File: config.mk
export PLATFORM = sky130hd
export DESIGN_NAME = yield_sequencer
export DESIGN_NICKNAME = d
export VERILOG_FILES = /design/src/rtl/gen_pkg.sv /design/src/rtl/yield_index_counter.sv /design/src/rtl/yield_sequencer.sv
export SDC_FILE = /design/constraint.sdc
export NUM_CORES = 1
export LEC_CHECK = 0
export ABC_AREA = 1
export ABC_CLOCK_PERIOD_IN_PS = 6150
export CAP_MARGIN = 20
export CORE_MARGIN = 4
export CORE_UTILIZATION = 35
export DETAILED_ROUTE_END_ITERATION = 16
export GPL_TIMING_DRIVEN = 0
export PLACE_DENSITY = 0.65
export SLEW_MARGIN = 20
export SYNTH_ARGS = -nofsm -noshare
export SYNTH_HDL_FRONTEND = slang
export SYNTH_SLANG_ARGS = --single-unit
File: constraint.sdc
create_clock -name _clock -period 6.15 [get_ports _clock]
set_input_delay 0.9225 -clock _clock [delete_from_list [all_inputs] [get_ports _clock]]
set_output_delay 0.9225 -clock _clock [all_outputs]
set_load 0.01 [all_outputs]
File: src/rtl/gen_pkg.sv
// Shared types for the generator family: sequencing states and the default signed word.
package gen_pkg;

    localparam int WORD_W = 32;

    typedef logic signed [WORD_W-1:0] word_t;

    typedef enum logic [1:0] {
        IDLE = 2'd0,
        EMIT = 2'd1,
        DONE = 2'd2
    } gen_state_e;

endpackage

File: src/rtl/yield_index_counter.sv
// Nested tuple-index / pass counter; last flags the final tuple of the final pass.
module yield_index_counter #(
    parameter int N_YIELD  = 2,
    parameter int REPEAT_W = 16,
    localparam int IDX_W   = (N_YIELD > 1) ? $clog2(N_YIELD) : 1
) (
    input  logic                clk,
    input  logic                rst_n,
    input  logic                clear,
    input  logic                advance,
    input  logic [REPEAT_W-1:0] repeat_n,
    output logic [IDX_W-1:0]    index,
    output logic                last
);

    logic [REPEAT_W-1:0] pass;
    logic                idx_end;
    logic                pass_end;

    assign idx_end  = (index == IDX_W'(N_YIELD - 1));
    assign pass_end = (pass == repeat_n - REPEAT_W'(1));
    assign last     = idx_end && pass_end;

    // Holding on the last transfer keeps pass below repeat_n, so it can never wrap.
    always_ff @(posedge clk or negedge rst_n) begin
        if (!rst_n) begin
            index <= '0;
            pass  <= '0;
        end else if (clear) begin
            index <= '0;
            pass  <= '0;
        end else if (advance && !last) begin
            if (idx_end) begin
                index <= '0;
                pass  <= pass + REPEAT_W'(1);
            end else begin
                index <= index + IDX_W'(1);
            end
        end
    end

endmodule

File: src/rtl/yield_sequencer.sv
// Emits N_YIELD captured tuples per pass, _repeat passes, over a valid/ready stream.
//   state | meaning
//   IDLE  | nothing captured since reset
//   EMIT  | _valid high, _out holds the current tuple
//   DONE  | all passes delivered (or _repeat was 0); _done held until next _start
module yield_sequencer #(
    parameter int WIDTH    = 32,
    parameter int N_OUT    = 2,
    parameter int N_YIELD  = 2,
    parameter int REPEAT_W = 16
) (
    input  logic                           _clock,
    input  logic                           _reset_n,
    input  logic                           _start,
    input  logic [N_YIELD*N_OUT*WIDTH-1:0] _data,
    input  logic [REPEAT_W-1:0]            _repeat,
    input  logic                           _ready,
    output logic                           _valid,
    output logic [N_OUT*WIDTH-1:0]         _out,
    output logic                           _done
);

    import gen_pkg::*;

    localparam int TUPLE_W = N_OUT * WIDTH;
    localparam int DATA_W  = N_YIELD * TUPLE_W;
    localparam int IDX_W   = (N_YIELD > 1) ? $clog2(N_YIELD) : 1;

    gen_state_e          state;
    gen_state_e          state_nxt;
    logic [DATA_W-1:0]   data_q;
    logic [DATA_W-1:0]   data_d;
    logic [REPEAT_W-1:0] repeat_q;
    logic [REPEAT_W-1:0] repeat_d;
    logic [TUPLE_W-1:0]  out_q;
    logic [TUPLE_W-1:0]  out_d;
    logic                valid_q;
    logic                valid_d;
    logic                done_q;
    logic                done_d;
    logic                xfer;
    logic                cnt_clear;
    logic                cnt_advance;
    logic                cnt_last;
    logic [IDX_W-1:0]    index;
    logic [IDX_W-1:0]    index_nxt;

    yield_index_counter #(
        .N_YIELD  (N_YIELD),
        .REPEAT_W (REPEAT_W)
    ) u_index_counter (
        .clk      (_clock),
        .rst_n    (_reset_n),
        .clear    (cnt_clear),
        .advance  (cnt_advance),
        .repeat_n (repeat_q),
        .index    (index),
        .last     (cnt_last)
    );

    assign xfer      = valid_q && _ready;
    assign index_nxt = (index == IDX_W'(N_YIELD - 1)) ? '0 : index + IDX_W'(1);

    // _start outranks a same-cycle transfer: the consumer treats it as a flush.
    always_comb begin
        state_nxt   = state;
        data_d      = data_q;
        repeat_d    = repeat_q;
        out_d       = out_q;
        valid_d     = valid_q;
        done_d      = done_q;
        cnt_clear   = 1'b0;
        cnt_advance = 1'b0;

        if (_start) begin
            data_d    = _data;
            repeat_d  = _repeat;
            cnt_clear = 1'b1;
            if (_repeat == '0) begin
                state_nxt = DONE;
                valid_d   = 1'b0;
                done_d    = 1'b1;
            end else begin
                state_nxt = EMIT;
                valid_d   = 1'b1;
                done_d    = 1'b0;
                out_d     = _data[TUPLE_W-1:0];
            end
        end else if (state == EMIT && xfer) begin
            cnt_advance = 1'b1;
            if (cnt_last) begin
                state_nxt = DONE;
                valid_d   = 1'b0;
                done_d    = 1'b1;
            end else begin
                out_d = data_q[int'(index_nxt)*TUPLE_W +: TUPLE_W];
            end
        end
    end

    always_ff @(posedge _clock or negedge _reset_n) begin
        if (!_reset_n) begin
            state <= IDLE;
        end else begin
            state <= state_nxt;
        end
    end

    always_ff @(posedge _clock or negedge _reset_n) begin
        if (!_reset_n) begin
            data_q   <= '0;
            repeat_q <= '0;
            out_q    <= '0;
            valid_q  <= 1'b0;
            done_q   <= 1'b0;
        end else begin
            data_q   <= data_d;
            repeat_q <= repeat_d;
            out_q    <= out_d;
            valid_q  <= valid_d;
            done_q   <= done_d;
        end
    end

    assign _valid = valid_q;
    assign _out   = out_q;
    assign _done  = done_q;

endmodule

== Word-level counts from Yosys, hierarchy flattened ==
Cells that the tools add are included.
Storage, ports and cells
  output and inout bits: 66
  register bits after elaboration: 229
Operators by class
  reductions and logical operators: 13
  eq/ne operators: 4
  muxes and demuxes: 25
  shifts and indexed selects: 1
  add/subtract/negate cells: 3
Operators with widths (count)
  two-way mux 64 bit: 4
  variable part select 128 x 8 -> 64 bit: 1
  two-way mux 16 bit: 3
  adder 16 x 1 -> 16 bit, second input constant: 1
  equality test 16 bit: 1
  zero test 16 bit: 1
  subtractor 16 x 1 -> 16 bit, second input constant: 1
  two-way mux 1 bit: 14
  two-way mux 2 bit: 4
  nonzero test 2 bit: 4
  logical AND 1 bit: 4
  inequality test 2 bit, second input constant: 2
  AND reduction 2 bit: 2
  AND reduction 3 bit: 1
  equality test 2 x 1 -> 1 bit, second input constant: 1
  adder 1 bit, second input constant: 1
  zero test 1 bit: 1

== Logic depth before layout (Yosys ltp) ==
Gate-level depths: netlist (run 1).
  depth in word-level cells: 7
  mapped depth: 17

== By module ==
A second synthesis (run 1) with hierarchy kept.
Second synthesis, totals
  cell total of the unflattened synthesis: 1441
  area, all modules: 10988.0 µm²
Modules (own cells, without submodules)
  yield_sequencer: cells each 1127, seq. area each 5255.0 µm², area each 9153.8 µm², instances 1
  yield_index_counter: cells each 314, seq. area each 425.4 µm², area each 1834.3 µm², instances 1

== Least setup slack after synthesis (run 1) ==
OpenSTA, ideal clock, no wires.
  kind: in2reg
  from: in _start
  to: reg u_index_counter.pass[10]
  cell stages on the path: 6
  library setup time: 0.117 ns
  data required time: 6.033 ns
  arrival time: 2.190 ns
  slack: 3.843 ns
  path buffers: 2
  path through: buf_2 -> nor3_1 -> nand3_2 -> buf_4 -> nand3_1 -> nand2_1
Between the ends
  word-level cells in the longest chain between the ends: 4
  elaborated cells on any way between the ends: 7
Ends and longest elaborated chain
  start: declaration: RTL line yield_sequencer.sv:14  | input logic _start,
  two-way mux 1 bit: RTL line yield_sequencer.sv:75  | if (_start) begin
  logical AND 1 bit: RTL line yield_index_counter.sv:32  | end else if (advance && !last) begin
  nonzero test 2 bit (no source line)
  AND reduction 2 bit (no source line)
  end signal: assignment: RTL line yield_index_counter.sv:35  | pass <= pass + REPEAT_W'(1);
  end: declaration: RTL line yield_index_counter.sv:16  | logic [REPEAT_W-1:0] pass;
Parallel ways exist; a longest one is shown, timed or not.
A chain may end at the register's enable or synchronous reset.

== Final worst setup path (run 1) ==
  from: in _start
  to: reg out_q[59] (netlist: _out[59])
Between the ends
  word-level cells in the longest chain between the ends: 2
  elaborated cells on any way between the ends: 5
Ends and longest elaborated chain
  inequality test 2 bit (no source line) or nonzero test 2 bit (tied branches)
  AND reduction 3 bit (no source line)
  end signal: assignment: RTL line yield_sequencer.sv:119  | out_q <= out_d;
  end: declaration: RTL line yield_sequencer.sv:35  | logic [TUPLE_W-1:0] out_q;
Parallel ways exist; a longest one is shown, timed or not.

==> qor.txt, run 1 <==
Worst slack, placed = 2.42 ns
Cells on worst reg2reg path = 14
Initial Utilization = 35.8%
Power Total = 0.00400 W
Crit end category = flip-flop
Core area = 31900 um^2
Max-slew violation count = 0
CTS Buf Count = 26
Worst Path Arrival = 3.63 ns
Buffers added on ports = 212
Register area share after synthesis = 49.8%
IO Pins = 214
Commonest non-fill, non-tap cells in the layout = nand2_1, dfrtp_1, clkdlybuf4s50_1
Vias per inst = 4.74
Post-Syn Area per Cell = 7.98 um^2
Post_cts resized = 0
Startpoint types = primary input
Clock Sinks = 227
Largest net degree at the start of global routing = 97
Post-Layout Cell Count = 2129
Fin crit period = 3.16 ns
Reg2Reg Capture Point = u_index_counter.pass[14]
Detailed placement HPWL = 25000 um
Comb pwr share = 17.9%
Final hold viol count = 0
Worst reg2reg path startpoint = repeat_q[0]
Psw = 0.00112 W
First-pass GRT wire length = 55700 um
Reg2reg setup slack = 3.63 ns
Die width = 189 um
# fillers = 3196
Register Area = 5680 um^2
# DRC = 0
Clock transition at path regs = 0.06 ns
Antenna viol nets, final = 0
CTS tree = done
Gpl congestion = 0.855
Tcrit/Tclk final = 51.3%
Synth unique cells = 33
Area of the multi-input gates = 4820 um^2
Pre-Repair DR Iteration Count = 5
Synthesized area = 11400 um^2
# setup viols final = 0
Site Rows = 65
Post-route setup slack = 2.99 ns
Tot GR Track Use = 19.1%
Max-cap viol count = 0
Clock power frac = 39.0%
Most common cell after layout, fill and taps aside = nand2_1
Slew @ Worst Pin = 0.945 ns
Sw Ratio = 28.1%
Initial antenna violation count = 4
Area growth from synthesis to layout = 31.5%
Maximum resistive drop on vdd = 215 uV
Grt total ovfl = 0
Vias in the first global route = 10300
Placed cell count = 2080
Syn_nets = 1581
Drt initial violations = 635
Post-synthesis register bit count = 227
Achievable Freq = 317 MHz
Reg power frac = 43.1%
Post-CTS Setup Bufs = 0
Static Leak = 7.32 nW
Htree depth = 1
RSZ-0062 raised after global routing = no
Die Y-Extent = 189 um
WP data required = 6.62 ns
Drt wl/cell = 16.2 um
Cts hold-fix bufs = 0
Worst Skew = 0.0166 ns
Worst setup endpoint = _out[59]
Fraction of final layout cells sized beyond drive strength 1 = 9.45%
Layout net count = 1823
DRT Wirelength = 34400 um
Crit Path Class = primary input to flip-flop
Syn Inst Count = 1431
Maximum clock path buffer count = 3
Root Buffer = clkbuf_16
DIE AREA = 35600 um^2
Ys Warns = 0
Worst-Skew Late Latency = 0.53 ns
Rel. slew slack = 37.0%
Crit path launch = _start
Hold Slack = 0.266 ns
Status = complete, no violations
Internal = 0.00288 W
Cell Pwr Density = 267 nW/um^2
Crit-path max FO = 10
Min-Delay Path Class = primary input to async pin
Vias = 10100
==> state kept, by name, indices dropped and copies added (netlist names) <==
register               count
_done                      1
_out                      64
data_q                   128
repeat_q                  16
state                      1
u_index_counter.index      1
u_index_counter.pass      16
==> stage by stage <==
stage	TNS (ns)	area [um^2]	utilization [%]
after floorplan	0	11400	-
after global placement	-1299.02	14100	44.2
after detailed placement	0	14100	44.4
after CTS	0	15000	47.1
after global routing	0	15000	47.1
final	0	15000	47.1
==> cells by family (layout without fill, tap and decap cells) <==
kind of cell    count (synthesis)  after routing  synth area share, %
compound gates                211            211                 9.25
flops                         227            227                 49.8
other cells                     0              1                    0
fa+ha+maj                       2              2                0.219
buf+inv                       185            447                 8.06
xor+xnor                       24             24                 1.84
simple gates                  782            782                 30.9
==> cell type report <==
cell class,count,area share [%]
buffer,83,3.58
sequential,227,37.8
tap,435,3.63
clock buffer,36,5.06
clock inverter,12,0.717
antenna,1,0.0167
multi-input combinational,1019,32.1
inverter,102,2.55
timing repair buffer,214,14.5
==> cells in the mapped netlist, drive strengths merged <==
| cell type | count | share of area [%] |
|---|---|---|
| nand4 | 7 | 0.38 |
| o21ai | 147 | 6.4 |
| inv | 102 | 3.4 |
| nor2b | 1 | 0.055 |
| nor4 | 4 | 0.22 |
| nand3b | 4 | 0.26 |
| nand3 | 100 | 7.2 |
| buf | 30 | 2.3 |
| ha | 2 | 0.22 |
| nand2 | 593 | 20 |
| clkbuf | 53 | 2.4 |
| nor3b | 3 | 0.20 |
| nor2 | 63 | 2.5 |
| xor2 | 14 | 1.1 |
| dfrtp | 227 | 50 |
| xnor2 | 10 | 0.77 |
| nor3 | 7 | 0.31 |
| a21oi | 64 | 2.8 |
==> routing by layer <==
metal  up-vias  track usage, %  wire [um]
met1      4739            25.9      15300
met3        56            3.04       1900
met5         -               0         34
met4         6            4.15        693
li1       5023               -          -
met2       274            32.6      16500
==> power groups by stage <==
| stage | sequential, W | clock [W] | combinational (W) |
|---|---|---|---|
| 6_report | 0.00173 | 0.00156 | 0.000717 |
| 3_5_place_dp | 0.00175 | 0 | 0.000725 |
| 5_1_grt | 0.00175 | 0.00166 | 0.000803 |
| 4_1_cts | 0.00173 | 0.00160 | 0.000729 |
| 2_1_floorplan | 0.00176 | 0 | 0.000334 |
| 3_3_place_gp | 0.00175 | 0 | 0.000708 |
==> worst min path at each step <==
stage,startpoint,end,slack [ns]
2_1_floorplan,data_q[100],data_q[100],0.44
3_3_place_gp,data_q[102],data_q[102],0.45
3_5_place_dp,data_q[110],data_q[110],0.45
4_1_cts,_reset_n,data_q[90],0.26
5_1_grt,_reset_n,data_q[32],0.28
6_report,_reset_n,data_q[32],0.27
==> worst max-delay path, cell delays in order <==
cell and delay (ns):
buf_2 0.26, clkbuf_1 0.60, clkbuf_1 0.77, clkbuf_1 0.63
nand2_1 0.17, nand2_1 0.12, nand2_1 0.06, nand2_1 0.07
Note: power is estimated with default switching activity, not from simulation.
==> run 2: changes to the inputs <==
Settings changed: ABC_CLOCK_PERIOD_IN_PS 6150 to 2500, PLACE_DENSITY 0.65 to 0.68.
Clock period 6.15 ns to 2.5 ns, I/O delays scaled along.
==> run 2 against run 1 <==
  * Largest power group unchanged
  * Utilization is 0.50 points higher
  * Setup slack lost 2.9 ns
  * Largest cell class unchanged
  * Via count increased by 1.8%
  * Design area up 1.1%
==> qor.txt, run 2 (synthesis gave the netlist of run 1 again) <==
Status = complete, no violations (unchanged)
Worst Hold Depth = 3
Grt total ovfl = 0 (unchanged)
Most common cell after layout, fill and taps aside = nand2_1 (unchanged)
Worst Skew = 0.0210 ns (was 0.0166 ns)
CTS tree = done (unchanged)
Worst-Skew Late Latency = 0.54 ns (was 0.53 ns)
Slew @ Worst Pin = 0.918 ns (was 0.945 ns)
Post-layout util = 47.6% (was 47.1%)
Clock Sinks = 227 (unchanged)
Placed cell count = 2080 (unchanged)
Pre-Repair DR Iteration Count = 5 (unchanged)
Fraction of final layout cells sized beyond drive strength 1 = 10.2% (was 9.45%)
Commonest non-fill, non-tap cells in the layout = nand2_1, dfrtp_1, clkdlybuf4s50_1 (unchanged)
Hold Slack = 0.374 ns (was 0.266 ns)
Largest register FFs = 128 (unchanged)
Layout net count = 1831 (was 1823)
Antenna viol nets, final = 0 (unchanged)
Post-Layout Cell Count = 2138 (was 2129)
Buffers added on ports = 212 (unchanged)
Crit-path max FO = 10 (unchanged)
Max-cap viol count = 0 (unchanged)
Worst Path Arrival = 2.76 ns (was 3.63 ns)
Cells on worst reg2reg path = 17 (was 14)
Vias = 10300 (was 10100)
Vias per inst = 4.81 (was 4.74)
Die Y-Extent = 189 um (unchanged)
Drt wl/cell = 16.2 um (about the same)
Htree depth = 1 (unchanged)
IO Pins = 214 (unchanged)
Area growth from synthesis to layout = 32.9% (was 31.5%)
Maximum resistive drop on vdd = 449 uV (was 215 uV)
# DRC = 0 (unchanged)
CTS Buf Count = 27 (was 26)
Achievable Freq = 424 MHz
# setup viols final = 0 (unchanged)
DRT Wirelength = 34600 um (was 34400 um)
Core area = 31900 um^2 (unchanged)
First-pass GRT wire length = 55300 um (was 55700 um)
Gpl congestion = 0.864 (was 0.855)
Detailed placement HPWL = 25200 um (was 25000 um)
Clock transition at path regs = 0.06 ns (about the same)
Largest net degree at the start of global routing = 87 (was 97)
Vias in the first global route = 10400 (was 10300)
WP data required = 2.91 ns (was 6.62 ns)
Fin crit period = 2.36 ns
Root Buffer = clkbuf_16 (unchanged)
Site Rows = 65 (unchanged)
Min-Delay Path Class = primary input to flip-flop (was primary input to async pin)
Final hold viol count = 0 (unchanged)
Static Leak = 7.40 nW (was 7.32 nW)
Drt initial violations = 541 (was 635)
Setup TNS Final = 0 ns (unchanged)
Die width = 189 um (unchanged)
Initial antenna violation count = 4 (unchanged)
Tcrit/Tclk final = 94.2%
Initial Utilization = 35.8% (unchanged)
DIE AREA = 35600 um^2 (unchanged)
Crit end category = flip-flop (unchanged)
Tot GR Track Use = 19.0% (was 19.1%)
Startpoint types = flip-flop (was primary input)
Max-slew violation count = 0 (unchanged)
Crit Path Class = flip-flop to flip-flop (was primary input to flip-flop)
Cell Pwr Density = 658 nW/um^2 (was 267 nW/um^2)
Largest Register = data_q (unchanged)
Maximum clock path buffer count = 3 (unchanged)
Rel. slew slack = 38.3% (was 37.0%)
[run 2: changes by cell type in the layout (fill, tap and decap cells not counted), sizes merged]
| cell | delta |
|---|---|
| bufinv | +1 |
| clkbuf | +4 |
| diode | +1 |
| inv | -1 |
| dlygate4sd3 | +1 |
| buf | +5 |
| clkinvlp | -2 |
[run 2: final cells by class]
| cell class | count | area [um^2] |
|---|---|---|
| Antenna cell | 2 | 5.00 |
| Buffer | 83 | 551 |
| Clock buffer | 39 | 791 |
| Clock inverter | 10 | 106 |
| Fill cell | 3149 | 16700 |
| Inverter | 102 | 383 |
| Multi-Input combinational cell | 1019 | 4840 |
| Sequential cell | 227 | 5680 |
| Tap cell | 435 | 544 |
| Timing Repair Buffer | 221 | 2270 |
[run 2: final timing paths]
check / to / slack (ns) / start
setup / recovery: _out[58] / 0.14 / repeat_q[0]
hold / removal: data_q[89] / 0.37 / _data[89]
setup reg to reg: _out[58] / 0.14 / repeat_q[0]
hold reg to reg: data_q[88] / 0.46 / data_q[88]
max in group asynchronous: repeat_q[0] / 1.18 / _reset_n
min in group asynchronous: data_q[30] / 0.46 / _reset_n
[run 2: power by group]
group          switching [W]  internal, W
Sequential          0.000223      0.00403
Clock                0.00155      0.00239
Combinational       0.000962     0.000835
[run 2: repair_timing]
| item | CTS | global route |
|---|---|---|
| gates cloned | 0 | 1 |
| endpoints found under the hold margin | 84 | 0 |
| pin swaps | 0 | 1 |
| resized for setup | 1 | 17 |
| hold buffers | 1 | 0 |
| buffers inserted | 0 | 5 |
| setup endpoints to repair | 1 | 77 |
[run 2: metal layers]
metal  track usage (%)  up-vias  part of all wire [%]
met5                 0        -                 0.078
met4              6.14        4                   3.0
met3              2.72       65                   5.1
met2              31.8      303                    47
met1              25.4     4875                    45
li1                  -     5036                     -
[run 2: worst max-delay path, cell delays in order (launching register included)]
cell and delay (ns):
dfrtp_1 0.40, inv_2 0.09, ha_2 0.28, nand2_1 0.06
inv_1 0.05, nor2_2 0.10, nand3b_1 0.09, nor2_1 0.11
nand3_1 0.10, nor2_2 0.08, nand2_1 0.08, nor2_2 0.12
nand2_2 0.07, nand2_4 0.12, nand2_8 0.12, buf_4 0.21
nand2_1 0.08, nand2_1 0.06
[run 2: metrics by stage]
stage	power, W	setup WS [ns]	instance area (um^2)
detailed placement	0.00610	-0.551	14100
floorplan	0.00515	0.472	11400
global placement	0.00605	-8.77	14100
global route	0.0105	-0.00964	15200
finish	0.00999	0.144	15200
CTS	0.0101	0.00520	15100
==> run 3: changes to the inputs <==
Settings changed: ABC_CLOCK_PERIOD_IN_PS 2500 to 2700, PLACE_DENSITY 0.68 to 0.65.
Clock period 2.5 ns to 2.7 ns, I/O delays scaled along.
==> run 3 against run 2 <==
  * Non-clock buffer count fell by 6
  * Sequential share of layout area is 0.36 points higher
  * Flip-flop and latch count is the same
  * Sequential power shrank 7.5%
  * Via count is 1.8% lower
  * Clock power decreased by 9.9%
  * Clock skew is 0.0084 ns lower
  * Critical path depth is 3 lower
  * Critical path type unchanged
  * Largest cell class unchanged
  * Largest power group unchanged
==> qor.txt, run 3 (synthesis gave the netlist of run 1 again) <==
Largest net degree at the start of global routing = 97 (was 87)
Crit-path max FO = 10 (unchanged)
Pre-Repair DR Iteration Count = 5 (unchanged)
CTS tree = done (unchanged)
Die width = 189 um (unchanged)
Static Leak = 7.33 nW (was 7.40 nW)
Grt total ovfl = 0 (unchanged)
# fillers = 3194 (was 3149)
Area growth from synthesis to layout = 31.6% (was 32.9%)
Die Y-Extent = 189 um (unchanged)
Commonest non-fill, non-tap cells in the layout = nand2_1, dfrtp_1, clkdlybuf4s50_1 (unchanged)
Worst Skew = 0.0126 ns (was 0.0210 ns)
Post-layout util = 47.1% (was 47.6%)
Psw = 0.00256 W (was 0.00273 W)
Buffers added on ports = 212 (unchanged)
Vias = 10100 (was 10300)
Crit Path Class = flip-flop to flip-flop (unchanged)
Comb pwr share = 17.9% (was 18.0%)
Maximum clock path buffer count = 3 (unchanged)
Site Rows = 65 (unchanged)
Final hold viol count = 0 (unchanged)
Largest Register = data_q (unchanged)
Fraction of final layout cells sized beyond drive strength 1 = 9.62% (was 10.2%)
Fin crit period = 2.44 ns (was 2.36 ns)
IO Pins = 214 (unchanged)
Internal = 0.00656 W (was 0.00726 W)
Drt initial violations = 646 (was 541)
Reg power frac = 43.1% (was 42.6%)
Post-CTS Setup Bufs = 0 (unchanged)
Post-route setup slack = 0.263 ns (was 0.144 ns)
Maximum resistive drop on vdd = 490 uV (was 449 uV)
Root Buffer = clkbuf_16 (unchanged)
Achievable Freq = 410 MHz (was 424 MHz)
Cell Pwr Density = 607 nW/um^2 (was 658 nW/um^2)
Worst-Skew Late Latency = 0.53 ns (was 0.54 ns)
Htree depth = 1 (unchanged)
Largest register FFs = 128 (unchanged)
Gpl congestion = 0.855 (was 0.864)
WP data required = 3.11 ns (was 2.91 ns)
Max-slew violation count = 0 (unchanged)
Worst Path Arrival = 2.85 ns (was 2.76 ns)
Antenna viol nets, final = 0 (unchanged)
DRT Wirelength = 34500 um (was 34600 um)
Layout net count = 1824 (was 1831)
RSZ-0062 raised after global routing = no
Clock transition at path regs = 0.06 ns (about the same)
Vias in the first global route = 10300 (was 10400)
Initial antenna violation count = 4 (unchanged)
# DRC = 0 (unchanged)
Vias per inst = 4.74 (was 4.81)
Startpoint types = flip-flop (unchanged)
Core area = 31900 um^2 (unchanged)
Detailed placement HPWL = 25000 um (was 25200 um)
Hold Slack = 0.341 ns (was 0.374 ns)
Slew @ Worst Pin = 0.826 ns (was 0.918 ns)
Initial Utilization = 35.8% (unchanged)
Rel. slew slack = 44.5% (was 38.3%)
Crit end category = flip-flop (unchanged)
Clock Sinks = 227 (unchanged)
Tcrit/Tclk final = 90.3% (was 94.2%)
Tot GR Track Use = 19.1% (was 19.0%)
Min-Delay Path Class = primary input to async pin (was primary input to flip-flop)
Max-cap viol count = 0 (unchanged)
First-pass GRT wire length = 55700 um (was 55300 um)
Status = complete, no violations (unchanged)
Worst slack, placed = -0.510 ns (was -0.551 ns)
Most common cell after layout, fill and taps aside = nand2_1 (unchanged)
Drt wl/cell = 16.2 um (about the same)
Sw Ratio = 28.1% (was 27.3%)
CTS Buf Count = 26 (was 27)
Clock power frac = 38.9% (was 39.4%)
# setup viols final = 0 (unchanged)
DIE AREA = 35600 um^2 (unchanged)
## run 3: changes by cell type in the layout (fill, tap and decap cells not counted), moves of 2 or more
cell | before | now
buf_2 | 8 | 11
buf_4 | 7 | 1
clkbuf_8 | 14 | 12
clkinv_2 | 6 | 4
clkinv_4 | 0 | 2
clkinvlp_4 | 1 | 3
nor2_1 | 51 | 53
nor2_2 | 10 | 8
## run 3: power by group through the flow
stage	logic (W)	registers (W)	clock network, W
global placement	0.00161	0.00400	0
CTS	0.00166	0.00394	0.00366
global route	0.00183	0.00398	0.00379
finish	0.00164	0.00393	0.00355
floorplan	0.000761	0.00401	0
detailed placement	0.00165	0.00399	0
## run 3: final timing paths
| path | cells after the start | from | endpoint | slack, ns |
|---|---|---|---|---|
| worst max-delay path | 14 | repeat_q[0] | u_index_counter.pass[14] | 0.26 |
| worst min-delay path | 2 | _reset_n | data_q[32] | 0.34 |
| worst max register to register | 14 | repeat_q[0] | u_index_counter.pass[14] | 0.26 |
| worst min register to register | 2 | data_q[117] | data_q[117] | 0.46 |
| max in group asynchronous | 3 | _reset_n | repeat_q[1] | 1.54 |
| min in group _clock | 3 | _data[92] | data_q[92] | 0.41 |
## run 3: timing repair
action                                 4_1_cts  5_1_grt
setup endpoints to repair                    0       46
hold buffers                                 1        0
endpoints found under the hold margin       36        0
resized for setup                            0        5
## run 3: area by class of cell
| type | instances | area (um^2) | area share, % |
|---|---|---|---|
| flip-flops and latches | 227 | 5680 | 37.8 |
| multi-input cells | 1019 | 4820 | 32.1 |
| repair buffers | 215 | 2190 | 14.6 |
| clock buffers | 36 | 759 | 5.05 |
| well taps | 435 | 544 | 3.62 |
| plain buffers | 83 | 538 | 3.58 |
| inverters | 102 | 383 | 2.55 |
| clock inverters | 12 | 108 | 0.716 |
| diodes | 1 | 2.50 | 0.0167 |
## run 3: metrics by stage
stage	cell area, um^2	total power [W]	std cells	TNS (ns)
after floorplan	11400	0.00477	1431	0
after global placement	14100	0.00561	2078	-1997.07
after detailed placement	14100	0.00564	2080	-46.10
after CTS	15000	0.00925	2129	0
after global routing	15000	0.00960	2130	0
final	15000	0.00912	2130	0
## run 3: per-layer routing
metal / track usage [%] / routed length [um]
met1: 25.9 / 15300
met2: 32.6 / 16600
met3: 3.04 / 1910
met4: 4.15 / 667
met5: 0 / 34
## run 3: critical path, stage by stage (launching register included)
cell,delay (ns)
dfrtp_1,0.41
inv_2,0.11
ha_2,0.29
nand2_1,0.06
inv_1,0.04
nor2_1,0.11
nor2b_1,0.15
nand3_1,0.09
nor3_1,0.24
nand3_1,0.18
nand3_2,0.23
nand2_4,0.14
buf_6,0.17
nand2_1,0.06
nand2_1,0.05
==> edit, RTL diff (config.mk and constraints of run 3) <==
Take the reset off `data_q` and load it in a clocked block of its own.
--- a/src/rtl/yield_sequencer.sv
+++ b/src/rtl/yield_sequencer.sv
@@ -110,3 +110,2 @@
         if (!_reset_n) begin
-            data_q   <= '0;
             repeat_q <= '0;
@@ -116,3 +115,2 @@
         end else begin
-            data_q   <= data_d;
             repeat_q <= repeat_d;
@@ -122,2 +120,6 @@
         end
+    end
+
+    always_ff @(posedge _clock) begin
+        data_q <= data_d;
     end
Formal check against the unedited RTL: same outputs for any inputs over 4 cycles, from zero or initial values and one cycle with _reset_n low; that may be too few to reach the edited logic, so the function may still have changed.
==> edit against run 3 <==
Sequential share of layout area up 6.4 points; setup slack worse by 0.025 ns; clock power up 1%; total power up 0.78%; critical path depth unchanged; area after synthesis down 6.3%; sequential cell count unchanged; design area down 4.9%; global-route usage down 2.0 points; wire length down 14%.
==> edit: results (changes against run 3) <==
Crit. Startpoint repeat_q[0] (unchanged); Hold Crit Class in2reg (was in2async); Comb power 1420 uW (was 1640 uW); gpl congestion 0.883 (was 0.855); layout cells sized above 1 0.114 (was 0.0962); skew final 0.0169 ns (was 0.0126 ns); post-DP HPWL 21.5 mm (was 25.0 mm); Post-synth EDFFs 128 (was 0); DP Worst Slack -0.177 ns (was -0.510 ns); max reg flops 128 (unchanged); top post-synthesis cells by count 396 x nand2_1, 128 x edfxtp_1, 113 x nor2_1, 99 x dfrtp_1, 64 x a31oi_1 (was 584 x nand2_1, 227 x dfrtp_1, 145 x o21ai_0, 100 x inv_1, 64 x a21oi_1); TritonRoute pass-1 iters 7 (was 5); data arrival time of the worst path 2.88 ns (was 2.85 ns); Max VDD drop 0.480 mV (was 0.490 mV); largest net degree at the start of global routing 101 (was 97); Post-DP Area 0.0134 sq mm (was 0.0141 sq mm); DR iter-0 viols 460 (was 646); Wirelength per Cell 16.9 microns (was 16.2 microns); asr flop ratio synth 0.436 (was 1.00); first-pass GRT wire length 46.3 mm (was 55.7 mm); Net Count, Synth 1,250 (was 1,581); ys flop type edfxtp_1 (was dfrtp_1); critical path's top delay family simple AND/OR/NAND/NOR gates (unchanged); clock distribution power 3590 uW (was 3550 uW); Gate power share 0.154 (was 0.179); GRT Overall Usage 0.171 (was 0.191); syn avg cell area 9.73 sq um (was 7.98 sq um); H-tree Lvls 1 (unchanged); Switch Pwr 2340 uW (was 2560 uW); antenna violations before repair 5 (was 4); placed cells 1,705 (was 2,080); total CTS buffers 27 (was 26); via/cell ratio 4.81 (was 4.74); nets 1,495 (was 1,824); Filler cells 2,754 (was 3,194); status complete, no violations (unchanged); Hold Crit Start _start; CTS Buffer Depth 3 (unchanged); Area contributors post-synth edfxtp_1 36%, dfrtp_1 23%, nand2_1 14% (was dfrtp_1 50%, nand2_1 19%, o21ai_0 6.4%); Worst-Margin Slew 0.851 ns (was 0.826 ns); I/O Buffers 213 (was 212); Non-Filler Instances 1,757 (was 2,130); Crit path largest cell delay 0.42 ns; synth unique cells 37 (was 33); post-CTS setup buffers 0 (unchanged); vias in the first global route 8,506 (was 10.3k); Lkg Pwr 0.00594 uW (was 0.00733 uW); Seq/Total Area, Yosys 0.591 (was 0.498)
edit: cell types whose count changed after synthesis, moves of 13 or more:
cell and delta:
nand2_1 -188, o21ai_0 -131, dfrtp_1 -128, edfxtp_1 +128
inv_1 -66, a31oi_1 +64, a21oi_1 -63, nor2_1 +60
nand3_1 +14, clkbuf_1 -13
edit: final timing paths:
check,depth (start not counted),end,slack (ns)
setup / recovery,14,u_index_counter.pass[10],0.24
hold / removal,1,data_q[97],0.26
setup reg to reg,14,u_index_counter.pass[10],0.24
hold reg to reg,2,repeat_q[15],0.50
max in group asynchronous,3,_out[13],1.68
min in group asynchronous,2,repeat_q[12],0.34
edit: logic make-up (layout without fill, tap and decap cells):
logic type	count (synthesis)	in the layout	synth area share
flip-flops	227	227	0.591
buffers and inverters	100	366	0.0531
adder cells (fa/ha/maj)	2	2	0.00234
AND/OR/NAND/NOR	668	668	0.290
AO/OA/AOI/OAI	82	82	0.0463
other	0	1	0
XOR/XNOR	21	21	0.0172
edit: layout make-up:
class	instances	area, sq um	area share
clock inverters	20	190	0.0133
clock buffers	30	697	0.0488
plain buffers	60	423	0.0296
flip-flops and latches	227	6320	0.442
repair buffers	216	2200	0.154
diodes	1	2.50	0.000175
inverters	40	150	0.0105
well taps	390	488	0.0342
multi-input cells	773	3810	0.267
edit: repair_timing:
action / 4_1_cts / 5_1_grt
hold buffers: 1 / 0
resized for setup: 0 / 5
hold endpoints to repair: 35 / 0
endpoints found under the setup margin: 0 / 60
edit: metal layers:
layer | GRT usage | routed length [microns] | vias to the layer above
met5 | 0 | 40 | -
met4 | 0.0441 | 782 | 6
met3 | 0.0383 | 1710 | 51
met2 | 0.292 | 14300 | 226
met1 | 0.223 | 12900 | 3987
li1 | - | - | 4177
